<file path="config.mk">
export PLATFORM = sky130hd
export DESIGN_NAME = seg7_reader
export DESIGN_NICKNAME = d
export VERILOG_FILES = /design/src/rtl/seg7_reader.sv
export SDC_FILE = /design/constraint.sdc
export NUM_CORES = 1
export LEC_CHECK = 0
export ABC_CLOCK_PERIOD_IN_PS = 6100
export CAP_MARGIN = 15
export CELL_PAD_IN_SITES_DETAIL_PLACEMENT = 2
export CELL_PAD_IN_SITES_GLOBAL_PLACEMENT = 2
export CORE_MARGIN = 2
export CORE_UTILIZATION = 35
export DETAILED_ROUTE_END_ITERATION = 10
export PLACE_DENSITY = 0.87
export RECOVER_POWER = 25
export SLEW_MARGIN = 20
export SYNTH_ARGS = -nofsm -noshare
export SYNTH_HDL_FRONTEND = slang
export SYNTH_SLANG_ARGS = --single-unit
</file>
<file path="constraint.sdc">
create_clock -name clk -period 6.1 [get_ports clk]
set_input_delay 1.83 -clock clk [delete_from_list [all_inputs] [get_ports clk]]
set_output_delay 1.83 -clock clk [all_outputs]
set_load 0.05 [all_outputs]
</file>
<file path="src/rtl/seg7_reader.sv">
// Reads a multiplexed, active-low 4-digit seven-segment bus and reconstructs the
// displayed 16-bit hex value once every digit has been seen stable.
module seg7_reader #(
    parameter int unsigned STABLE_CYCLES = 4
) (
    input  logic        clk,
    input  logic        rst,
    input  logic [0:6]  seg_in,
    input  logic [3:0]  an_in,
    output logic [15:0] value,
    output logic [3:0]  digit_err,
    output logic        frame_valid,
    output logic        busy
);

    typedef enum logic [1:0] {WAIT, SETTLE, HELD} state_t;

    localparam logic [7:0] STABLE = 8'(STABLE_CYCLES);

    logic [6:0]  seg_m, s_seg;
    logic [3:0]  an_m, s_an;
    state_t      state, state_d;
    logic [7:0]  count, count_d;
    logic [10:0] snapshot, snapshot_d;
    logic        capture;
    logic        an_valid, same;
    logic [1:0]  sel;
    logic [3:0]  nibble;
    logic        bad;
    logic [3:0]  mask, mask_d;
    logic [15:0] shadow_val, shadow_val_d;
    logic [3:0]  shadow_err, shadow_err_d;
    logic        frame_done;

    always_comb begin
        an_valid = 1'b1;
        sel      = 2'd0;
        case (s_an)
            4'b1110: sel = 2'd0;
            4'b1101: sel = 2'd1;
            4'b1011: sel = 2'd2;
            4'b0111: sel = 2'd3;
            default: an_valid = 1'b0;
        endcase
    end

    always_comb begin
        nibble = 4'h0;
        bad    = 1'b0;
        case (s_seg)
            7'h01: nibble = 4'h0;
            7'h4F: nibble = 4'h1;
            7'h12: nibble = 4'h2;
            7'h06: nibble = 4'h3;
            7'h4C: nibble = 4'h4;
            7'h24: nibble = 4'h5;
            7'h20: nibble = 4'h6;
            7'h0F: nibble = 4'h7;
            7'h00: nibble = 4'h8;
            7'h0C: nibble = 4'h9;
            7'h08: nibble = 4'hA;
            7'h60: nibble = 4'hB;
            7'h31: nibble = 4'hC;
            7'h42: nibble = 4'hD;
            7'h30: nibble = 4'hE;
            7'h38: nibble = 4'hF;
            default: bad = 1'b1;
        endcase
    end

    // A fresh valid pattern counts as its first stable cycle, so STABLE_CYCLES=1
    // captures on the very edge that loads the snapshot.
    always_comb begin
        state_d    = state;
        count_d    = count;
        snapshot_d = snapshot;
        capture    = 1'b0;
        same       = ({s_seg, s_an} == snapshot);
        case (state)
            WAIT: begin
                if (an_valid) begin
                    state_d    = SETTLE;
                    count_d    = 8'd1;
                    snapshot_d = {s_seg, s_an};
                    if (STABLE == 8'd1) begin
                        capture = 1'b1;
                        state_d = HELD;
                    end
                end
            end
            SETTLE, HELD: begin
                if (!an_valid) begin
                    state_d = WAIT;
                end else if (same) begin
                    if (state == SETTLE) begin
                        count_d = count + 8'd1;
                        if (count + 8'd1 == STABLE) begin
                            capture = 1'b1;
                            state_d = HELD;
                        end
                    end
                end else begin
                    state_d    = SETTLE;
                    count_d    = 8'd1;
                    snapshot_d = {s_seg, s_an};
                    if (STABLE == 8'd1) begin
                        capture = 1'b1;
                        state_d = HELD;
                    end
                end
            end
            default: state_d = WAIT;
        endcase
    end

    always_comb begin
        mask_d       = mask;
        shadow_val_d = shadow_val;
        shadow_err_d = shadow_err;
        frame_done   = 1'b0;
        if (capture) begin
            shadow_val_d[{sel, 2'b00} +: 4] = nibble;
            shadow_err_d[sel]               = bad;
            mask_d[sel]                     = 1'b1;
            if (mask_d == 4'hF) begin
                frame_done = 1'b1;
                mask_d     = 4'h0;
            end
        end
    end

    always_ff @(posedge clk) begin
        if (rst) begin
            state <= WAIT;
        end else begin
            state <= state_d;
        end
    end

    always_ff @(posedge clk) begin
        if (rst) begin
            seg_m       <= '1;
            s_seg       <= '1;
            an_m        <= '1;
            s_an        <= '1;
            count       <= 8'd0;
            snapshot    <= 11'd0;
            mask        <= 4'h0;
            shadow_val  <= 16'h0000;
            shadow_err  <= 4'h0;
            value       <= 16'h0000;
            digit_err   <= 4'h0;
            frame_valid <= 1'b0;
            busy        <= 1'b0;
        end else begin
            seg_m       <= seg_in;
            s_seg       <= seg_m;
            an_m        <= an_in;
            s_an        <= an_m;
            count       <= count_d;
            snapshot    <= snapshot_d;
            mask        <= mask_d;
            shadow_val  <= shadow_val_d;
            shadow_err  <= shadow_err_d;
            frame_valid <= frame_done;
            busy        <= (mask_d != 4'h0);
            if (frame_done) begin
                value     <= shadow_val_d;
                digit_err <= shadow_err_d;
            end
        end
    end

endmodule

</file>
==> metrics, run 1 <==
status finished, violations left; failing checks capacitance limit, slew limit; largest family of logic cells by synthesized area simple AND/OR/NAND/NOR gates; R2R cell count 6; FMAX roughly 250 MHz; Clock transition at path regs 0.06 ns; power per cell area about 270 nW/um2; fraction of synthesized area in multiplexers about 2.3%; CP max stage delay 1.46 ns; Iter 0 DRT Violations approximately 190; Clock Sinks approximately 90; largest net degree at the start of global routing 53; final non-filler cell total a little over 600; worst path arrival time 4.14 ns; Post-synth EDFFs 0; Final min period 3.94 ns; Vias per Instance approximately 5.4; DR pass1 iterations 4; vias in the first global route ~3600; Final Wtd Congestion approximately 0.77; Synth Area in Compound Gates roughly 16%; clock latency at the later pin of the worst-skew pair roughly 0.35 ns; first-pass GRT wire length about 18000 um; layout cell share with drive strength beyond 1 between 10% and 20%; GR met3 Demand/Resource about 3.9%; most common cell after layout, fill and taps aside dfxtp_1; cells after synthesis roughly 450; Core ar. approximately 11000 um2; grt total ovfl 0; endpoints failing hold 0; Layout Skew ~0.0086 ns; post-synthesis xor/xnor area fraction about 3.4%; asr flop ratio synth 0%; Vias 3349; slowest CP cell clkbuf_1; # setup viols final 0; Max clock buf depth 2; hold_buf cts 0; Resize count post-CTS 0; starting density of the core a little over a third; GR Layer Usage met2 between 30% and 40%; IO Pins 35; Cell variety after synth 60; synthesis-to-layout area growth 15.2%; fillcell total ~1300; Root Driver clkbuf_16; Num CTS Buffers 9; die area ~13000 um2; critical path cell sequence clkbuf_1 -> buf_4 -> o21bai_1 -> a31oi_1; Max rail drop VDD about 210 uV; postcts setup bufs 0; Slew HR -38.9%; Setup crit start kind primary input; Die Width 113 um; Hold Crit Class reg2reg; final wirelength about 11000 um; maximum fanout along the worst path 52; H-tree Lvls 3; Setup crit end kind register; post-synthesis simple-gate area fraction between 20% and 30%; Avg Cell Area, Syn 9.13 um2; Total Power about 0.0013 W; WP data required 6.30 ns; Slew Viols, Final 53; antenna violations before repair 0; die span in y about 110 um; Post-route DRC 0; Post-Syn Nets around 480; dpl cells roughly 600; Post-Synth Adder-Cell Area roughly 3.6%; most frequent cells in the layout 89 x dfxtp_1, 37 x nand2_1, 33 x clkdlybuf4s50_1, 32 x nor2_1, 32 x a21oi_1; met1 Track Usage GR around a fifth; utilization after layout around two fifths; grt peak-use layer met2; unrepaired setup endpoints after global routing no; Synth Register Bits 89; TritonCTS clock tree built; Leak between 1.5 and 2 nW; DP Wirelength roughly 7300 um; top_reg_cell synth dfxtp_1; Post-DRT Antenna Nets 0; n_diodes 0; Yosys warning count 0; WL/cell 17.6 um; nets 492; setup_tns 0 ns; site row count 39; fin crit share roughly 65%; WHS Path Cells 1; Tot GR Track Use 18.0%; Syn Std Cell Area 4130 um2; post-synthesis sequential area ratio a little over two fifths; crit path kind in2reg; I/O Buffers 34; Worst Tran Pin Value 2.08 ns; max_cap viols 1
==> layer usage <==
| layer | wire length, um | share of wire, % |
|---|---|---|
| met2 | 5530 | 51 |
| met1 | 4850 | 45 |
| met3 | 314 | 2.9 |
| met5 | 0 | 0 |
| met4 | 144 | 1.3 |
==> sequential cells by signal, indices dropped and copies added, names as in the netlist <==
| name | cells |
|---|---|
| frame_valid | 1 |
| state | 2 |
| an_m | 4 |
| busy | 1 |
| s_seg | 7 |
| shadow_err | 4 |
| value | 16 |
| seg_m | 7 |
| count | 8 |
| mask | 4 |
| digit_err | 4 |
| s_an | 4 |
| shadow_val | 16 |
| snapshot | 11 |
==> worst paths after layout <==
| kind | start | to | slack [ns] |
|---|---|---|---|
| setup / recovery | rst | digit_err[0] | 2.16 |
| hold / removal | seg_m[6] | s_seg[6] | 0.41 |
| hold reg to reg | seg_m[6] | s_seg[6] | 0.41 |
| setup reg to reg | s_seg[2] | count[0] | 2.65 |
==> logic make-up after synthesis <==
| logic type | Yosys count |
|---|---|
| and+or+nand+nor | 188 |
| AOI/OAI and AO/OA | 97 |
| DFF | 89 |
| buffers and inverters | 41 |
| xor gates and xnor gates | 16 |
| adders and majority gates | 12 |
| muxes | 9 |
==> critical path, delay by kind of cell <==
| kind | cells | cell delay, ns |
|---|---|---|
| AOI/OAI and AO/OA | 2 | 0.24 |
| buffers and inverters | 2 | 2.04 |
==> layout make-up <==
cell class / instances / area [um2] / area share [%]
Tap cell: 143 / 179 / 3.76
Timing Repair Buffer: 36 / 349 / 7.34
Inverter: 9 / 33.8 / 0.710
Sequential cell: 89 / 1780 / 37.5
Multi-Input combinational cell: 322 / 2100 / 44.3
Clock buffer: 12 / 256 / 5.39
Clock inverter: 4 / 51.3 / 1.08
==> stage by stage <==
step | cell area [um2] | hold WS (ns) | worst slack [ns]
6_report | 4760 | 0.412 | 2.16
4_1_cts | 4760 | 0.421 | 2.64
2_1_floorplan | 4130 | 0.389 | 3.23
3_3_place_gp | 4450 | 0.393 | 2.77
5_1_grt | 4760 | 0.422 | 1.87
3_5_place_dp | 4450 | 0.404 | 2.67
==> power by group <==
group / internal [W] / total (W) / switching, W
Combinational: 0.0000448 / 0.000108 / 0.0000632
Clock: 0.000340 / 0.000571 / 0.000231
Sequential: 0.000600 / 0.000619 / 0.0000192
Total: 0.000984 / 0.00130 / 0.000314
==> Yosys cell counts, drive strengths merged, types with 7 or more instances <==
cell,number,area share (%)
a211oi,14,2.7
ha,12,3.6
nand3b,8,1.5
nor2,32,2.9
nand2,37,3.4
inv,9,0.82
or2,23,3.5
mux2i,7,1.7
o21ai,10,1.2
nand3,26,3.2
nor3,9,1.6
dfxtp,89,43
a31oi,8,1.2
a21oi,32,3.9
or3,8,1.5
buf,15,2.9
clkbuf,16,1.9
and3,10,1.5
xor2,16,3.4
Power figures use the tool's default switching activity.
==> run 2: changes to the inputs <==
--- a/config.mk
+++ b/config.mk
@@ -5,14 +5,14 @@
 export SDC_FILE = /design/constraint.sdc
 export NUM_CORES = 1
 export LEC_CHECK = 0
-export ABC_CLOCK_PERIOD_IN_PS = 6100
+export ABC_CLOCK_PERIOD_IN_PS = 3500
 export CAP_MARGIN = 15
 export CELL_PAD_IN_SITES_DETAIL_PLACEMENT = 2
 export CELL_PAD_IN_SITES_GLOBAL_PLACEMENT = 2
 export CORE_MARGIN = 2
-export CORE_UTILIZATION = 35
+export CORE_UTILIZATION = 32
 export DETAILED_ROUTE_END_ITERATION = 10
-export PLACE_DENSITY = 0.87
+export PLACE_DENSITY = 0.84
 export RECOVER_POWER = 25
 export SLEW_MARGIN = 20
 export SYNTH_ARGS = -nofsm -noshare
==> constraint.sdc (replaced) <==
create_clock -name clk -period 3.5 [get_ports clk]
set_input_delay 1.05 -clock clk [delete_from_list [all_inputs] [get_ports clk]]
set_output_delay 1.05 -clock clk [all_outputs]
set_load 0.05 [all_outputs]
==> metrics, run 2 (synthesis results as in run 1) <==
Tot GR Track Use 16.5%; Slew Viols, Final 0; # setup viols final 0; synthesis-to-layout area growth 17.8%; WHS Path Cells 1; status finished clean; Setup crit start kind register; TritonCTS clock tree built; starting density of the core between 30% and 40%; Max clock buf depth 2; nets roughly 500; unrepaired setup endpoints after global routing no; endpoints failing hold 0; Resize count post-CTS 0; Die Width 118 um; Num CTS Buffers 9; design area roughly 4900 um2; antenna violations before repair 0; hold_buf cts 0; Layout Skew approximately 0.0075 ns; maximum fanout along the worst path 27; largest net degree at the start of global routing 43; Crit. Startpoint s_seg[1]; IO Pins 35; Setup crit end kind register; largest registers shadow_val: 16 flops, value: 16 flops, snapshot: 11 flops; Root Driver clkbuf_16; die area approximately 14000 um2; dpl cell area 4550 um2; site row count 41; vias in the first global route between 3000 and 4000; DP Wirelength 7760 um; Total Power 0.00231 W; hold_ws 0.413 ns; Post-route DRC 0; WL/cell roughly 17 um; first-pass GRT wire length 18300 um; crit path kind reg2reg; Slew HR between 10% and 20%; DR pass1 iterations 6; n_diodes 0; power per cell area 476 nW/um2; Iter 0 DRT Violations 140; Max rail drop VDD between 300 and 400 uV; Leak 1.77 nW; fin crit share 86.0%; setup_tns 0 ns; final wirelength 10700 um; clock latency at the later pin of the worst-skew pair 0.35 ns; max_cap viols 0; layout cell share with drive strength beyond 1 12.6%; most common cell after layout, fill and taps aside dfxtp_1; grt total ovfl 0; Vias per Instance 5.15; Clock Sinks 89; FMAX around 330 MHz; worst r2r src s_seg[1]; die span in y roughly 120 um; most frequent cells in the layout 89 x dfxtp_1, 37 x nand2_1, 32 x nor2_1, 32 x a21oi_1, 29 x clkdlybuf4s50_1; H-tree Lvls 3; Core ar. around 13000 um2; Clock transition at path regs 0.06 ns; I/O Buffers 34; hold path start an_m[0]; postcts setup bufs 0; WP data required about 3.8 ns; Final min period ~3 ns; R2R cell count 7; Final Wtd Congestion 0.784; worst path arrival time about 3.3 ns; Vias around 3300; Post-DRT Antenna Nets 0; Worst Tran Pin Value around 1.3 ns; Hold Crit Class reg2reg
run 2: cell count changes in the layout (fill, tap and decap cells not counted), sizes merged:
| cell | previous run | this run |
|---|---|---|
| clkdlybuf4s50 | 33 | 29 |
| dlygate4sd3 | 0 | 4 |
| inv | 9 | 10 |
| bufinv | 1 | 2 |
| clkinv | 2 | 0 |
| buf | 2 | 6 |
run 2: path summary, 6_finish.rpt:
kind              end  slack [ns]
max          value[4]        0.49
min           s_an[0]        0.41
max reg2reg  value[4]        0.49
min reg2reg   s_an[0]        0.41
run 2: per-stage QoR:
stage	setup slack, ns	util (%)	cells
2_1_floorplan	1.17	-	452
3_3_place_gp	0.689	36.0	633
3_5_place_dp	0.514	36.0	633
4_1_cts	0.455	38.6	648
5_1_grt	0.159	38.5	648
6_report	0.489	38.5	648
run 2: critical path: stages (launching register included):
cell      delay (ns)
dfxtp_1         0.60
xor2_1          0.13
nor4_1          0.54
and4_1          0.55
and3_1          0.57
buf_12          0.24
nor2_1          0.06
a211oi_1        0.22
run 2: per-layer routing:
| metal | global-route usage, % | wire length, um |
|---|---|---|
| met3 | 4.55 | 329 |
| met5 | 0 | 0 |
| met1 | 19.3 | 4820 |
| met2 | 29.7 | 5440 |
| met4 | 4.07 | 111 |
run 2: area by class of cell:
class / count / area (um2)
clock buffer: 11 / 243
clock inverter: 4 / 76.3
fill: 1437 / 7760
inverter: 9 / 33.8
multi-input combinational: 322 / 2100
sequential: 89 / 1780
tap: 172 / 215
timing repair buffer: 41 / 408
run 2: report_power, final:
part           total (W)  switching (W)  internal, W  leakage, nW
Sequential       0.00107      0.0000299      0.00104        0.725
Clock            0.00104       0.000398     0.000644        0.152
Combinational   0.000198       0.000115    0.0000834        0.897
==> run 3: changes to the inputs <==
--- a/config.mk
+++ b/config.mk
@@ -9,6 +9,7 @@
 export CAP_MARGIN = 15
 export CELL_PAD_IN_SITES_DETAIL_PLACEMENT = 2
 export CELL_PAD_IN_SITES_GLOBAL_PLACEMENT = 2
+export CORE_ASPECT_RATIO = 1.1
 export CORE_MARGIN = 2
 export CORE_UTILIZATION = 32
 export DETAILED_ROUTE_END_ITERATION = 10
==> metrics, run 3 (synthesis results as in run 1) <==
largest registers shadow_val: 16 flops, value: 16 flops, snapshot: 11 flops; Root Driver clkbuf_16; Hold Crit Class reg2reg; worst path arrival time 3.27 ns; synthesis-to-layout area growth 16.2%; Setup crit start kind register; Max clock buf depth 2; end of the worst register-to-register path value[2]; unrepaired setup endpoints after global routing no; Vias per Instance between 5 and 6; die span in y approximately 120 um; IO Pins 35; power per cell area 480 nW/um2; FMAX between 300 and 400 MHz; site row count 43; most common cell after layout, fill and taps aside dfxtp_1; WL/cell between 15 and 20 um; WHS Path Cells 1; dpl cells 616; Clock transition at path regs 0.07 ns; largest net degree at the start of global routing 89; maximum fanout along the worst path 12; GR met3 Demand/Resource under 10%; Iter 0 DRT Violations 94; Slew Viols, Final 89; Worst Tran Pin Value between 1.5 and 2 ns; fin crit share approximately 86%; nets approximately 500; grt peak-use layer met2; Tot GR Track Use 16.2%; hold path start an_m[2]; DR pass1 iterations 4; # setup viols final 0; Slew HR -9.05%; Final Wtd Congestion 0.762; setup_tns 0 ns; status finished, violations left; n_diodes 0; worst r2r src s_seg[2]; final non-filler cell total 631; Num CTS Buffers 9; WP data required 3.75 ns; Max rail drop VDD 234 uV; Leak 1.77 nW; Setup crit end kind register; endpoints failing hold 0; Clock Sinks just under 90; Resize count post-CTS 0; Total Power about 0.0023 W; Post-DRT Antenna Nets 0; Post-route DRC 0; Core ar. 12600 um2; met1 Track Usage GR about a fifth; I/O Buffers 34; failing checks capacitance limit, slew limit; TritonCTS clock tree built; vias in the first global route roughly 3500; fillcell total around 1400; starting density of the core approximately a third; die area approximately 14000 um2; R2R cell count 6; R2R Setup Slk ~0.48 ns; antenna violations before repair 0; DP Wirelength roughly 7600 um; Die Width ~110 um; most frequent cells in the layout 89 x dfxtp_1, 37 x nand2_1, 32 x nor2_1, 32 x a21oi_1, 28 x clkdlybuf4s50_1; utilization after layout about two fifths; hold endpoint s_an[2]; max_cap viols 1; layout cell share with drive strength beyond 1 12.9%; clock latency at the later pin of the worst-skew pair around 0.35 ns; GR Layer Usage met2 slightly below 30%; first-pass GRT wire length about 18000 um; Layout Skew ~0.0073 ns; crit path kind reg2reg; postcts setup bufs 0; Final min period a little over 3 ns; final wirelength roughly 11000 um; hold_buf cts 0; grt total ovfl 0; H-tree Lvls 3; Vias 3289
[run 3: changes by cell type in the layout (fill, tap and decap cells not counted)]
cell             previous run  this run
buf_12                      2         0
buf_2                       0         1
clkbuf_1                    3         0
clkbuf_2                    0         1
clkbuf_8                    1         0
clkdlybuf4s50_1            29        28
clkinv_2                    0         3
clkinv_4                    0         1
clkinvlp_4                  1         0
dlygate4sd3_1               4         5
inv_6                       1         0
[run 3: cell type report]
class	instances	area, um2	area share [%]
inverters	9	33.8	0.704
well taps	157	196	4.10
clock buffers	9	225	4.70
repair buffers	39	370	7.72
flip-flops and latches	89	1780	37.2
multi-input cells	322	2100	43.9
clock inverters	6	83.8	1.75
[run 3: worst max-delay path by stage]
stage	end	depth (start not counted)	from	slack (ns)
after global routing	value[2]	6	s_seg[2]	0.33
after floorplan	value[12]	12	s_an[3]	1.17
final	value[2]	6	s_seg[2]	0.48
after CTS	value[2]	6	s_seg[2]	0.52
after global placement	value[2]	6	s_seg[2]	0.73
after detailed placement	value[2]	6	s_seg[3]	0.57
[run 3: metal layers]
layer  vias to the layer above  wire length, um
met1                      1602             4770
li1                       1634                -
met2                        41             5490
met5                         -                0
met3                        12              240
met4                         0              175
[run 3: power breakdown]
| group | switching (W) | total, W | leakage, nW | internal, W |
|---|---|---|---|---|
| Combinational | 0.000116 | 0.000196 | 0.890 | 0.0000801 |
| Clock | 0.000410 | 0.00103 | 0.155 | 0.000619 |
| Sequential | 0.0000321 | 0.00108 | 0.725 | 0.00104 |
| Total | 0.000558 | 0.00230 | 1.77 | 0.00174 |
[run 3: worst max-delay path, cell delays in order, from the launching register on]
cell and delay (ns):
dfxtp_1 0.64, xor2_1 0.16, nor4_1 0.54, and4_1 0.58, and3_1 0.43, mux2_4 0.35
a211oi_2 0.21
[run 3: metrics by stage]
stage	worst slack [ns]	cell area, um2	hold WS (ns)
global route	0.332	4800	0.426
detailed placement	0.574	4500	0.400
finish	0.481	4800	0.412
floorplan	1.17	4130	0.389
CTS	0.517	4810	0.416
global placement	0.729	4500	0.391
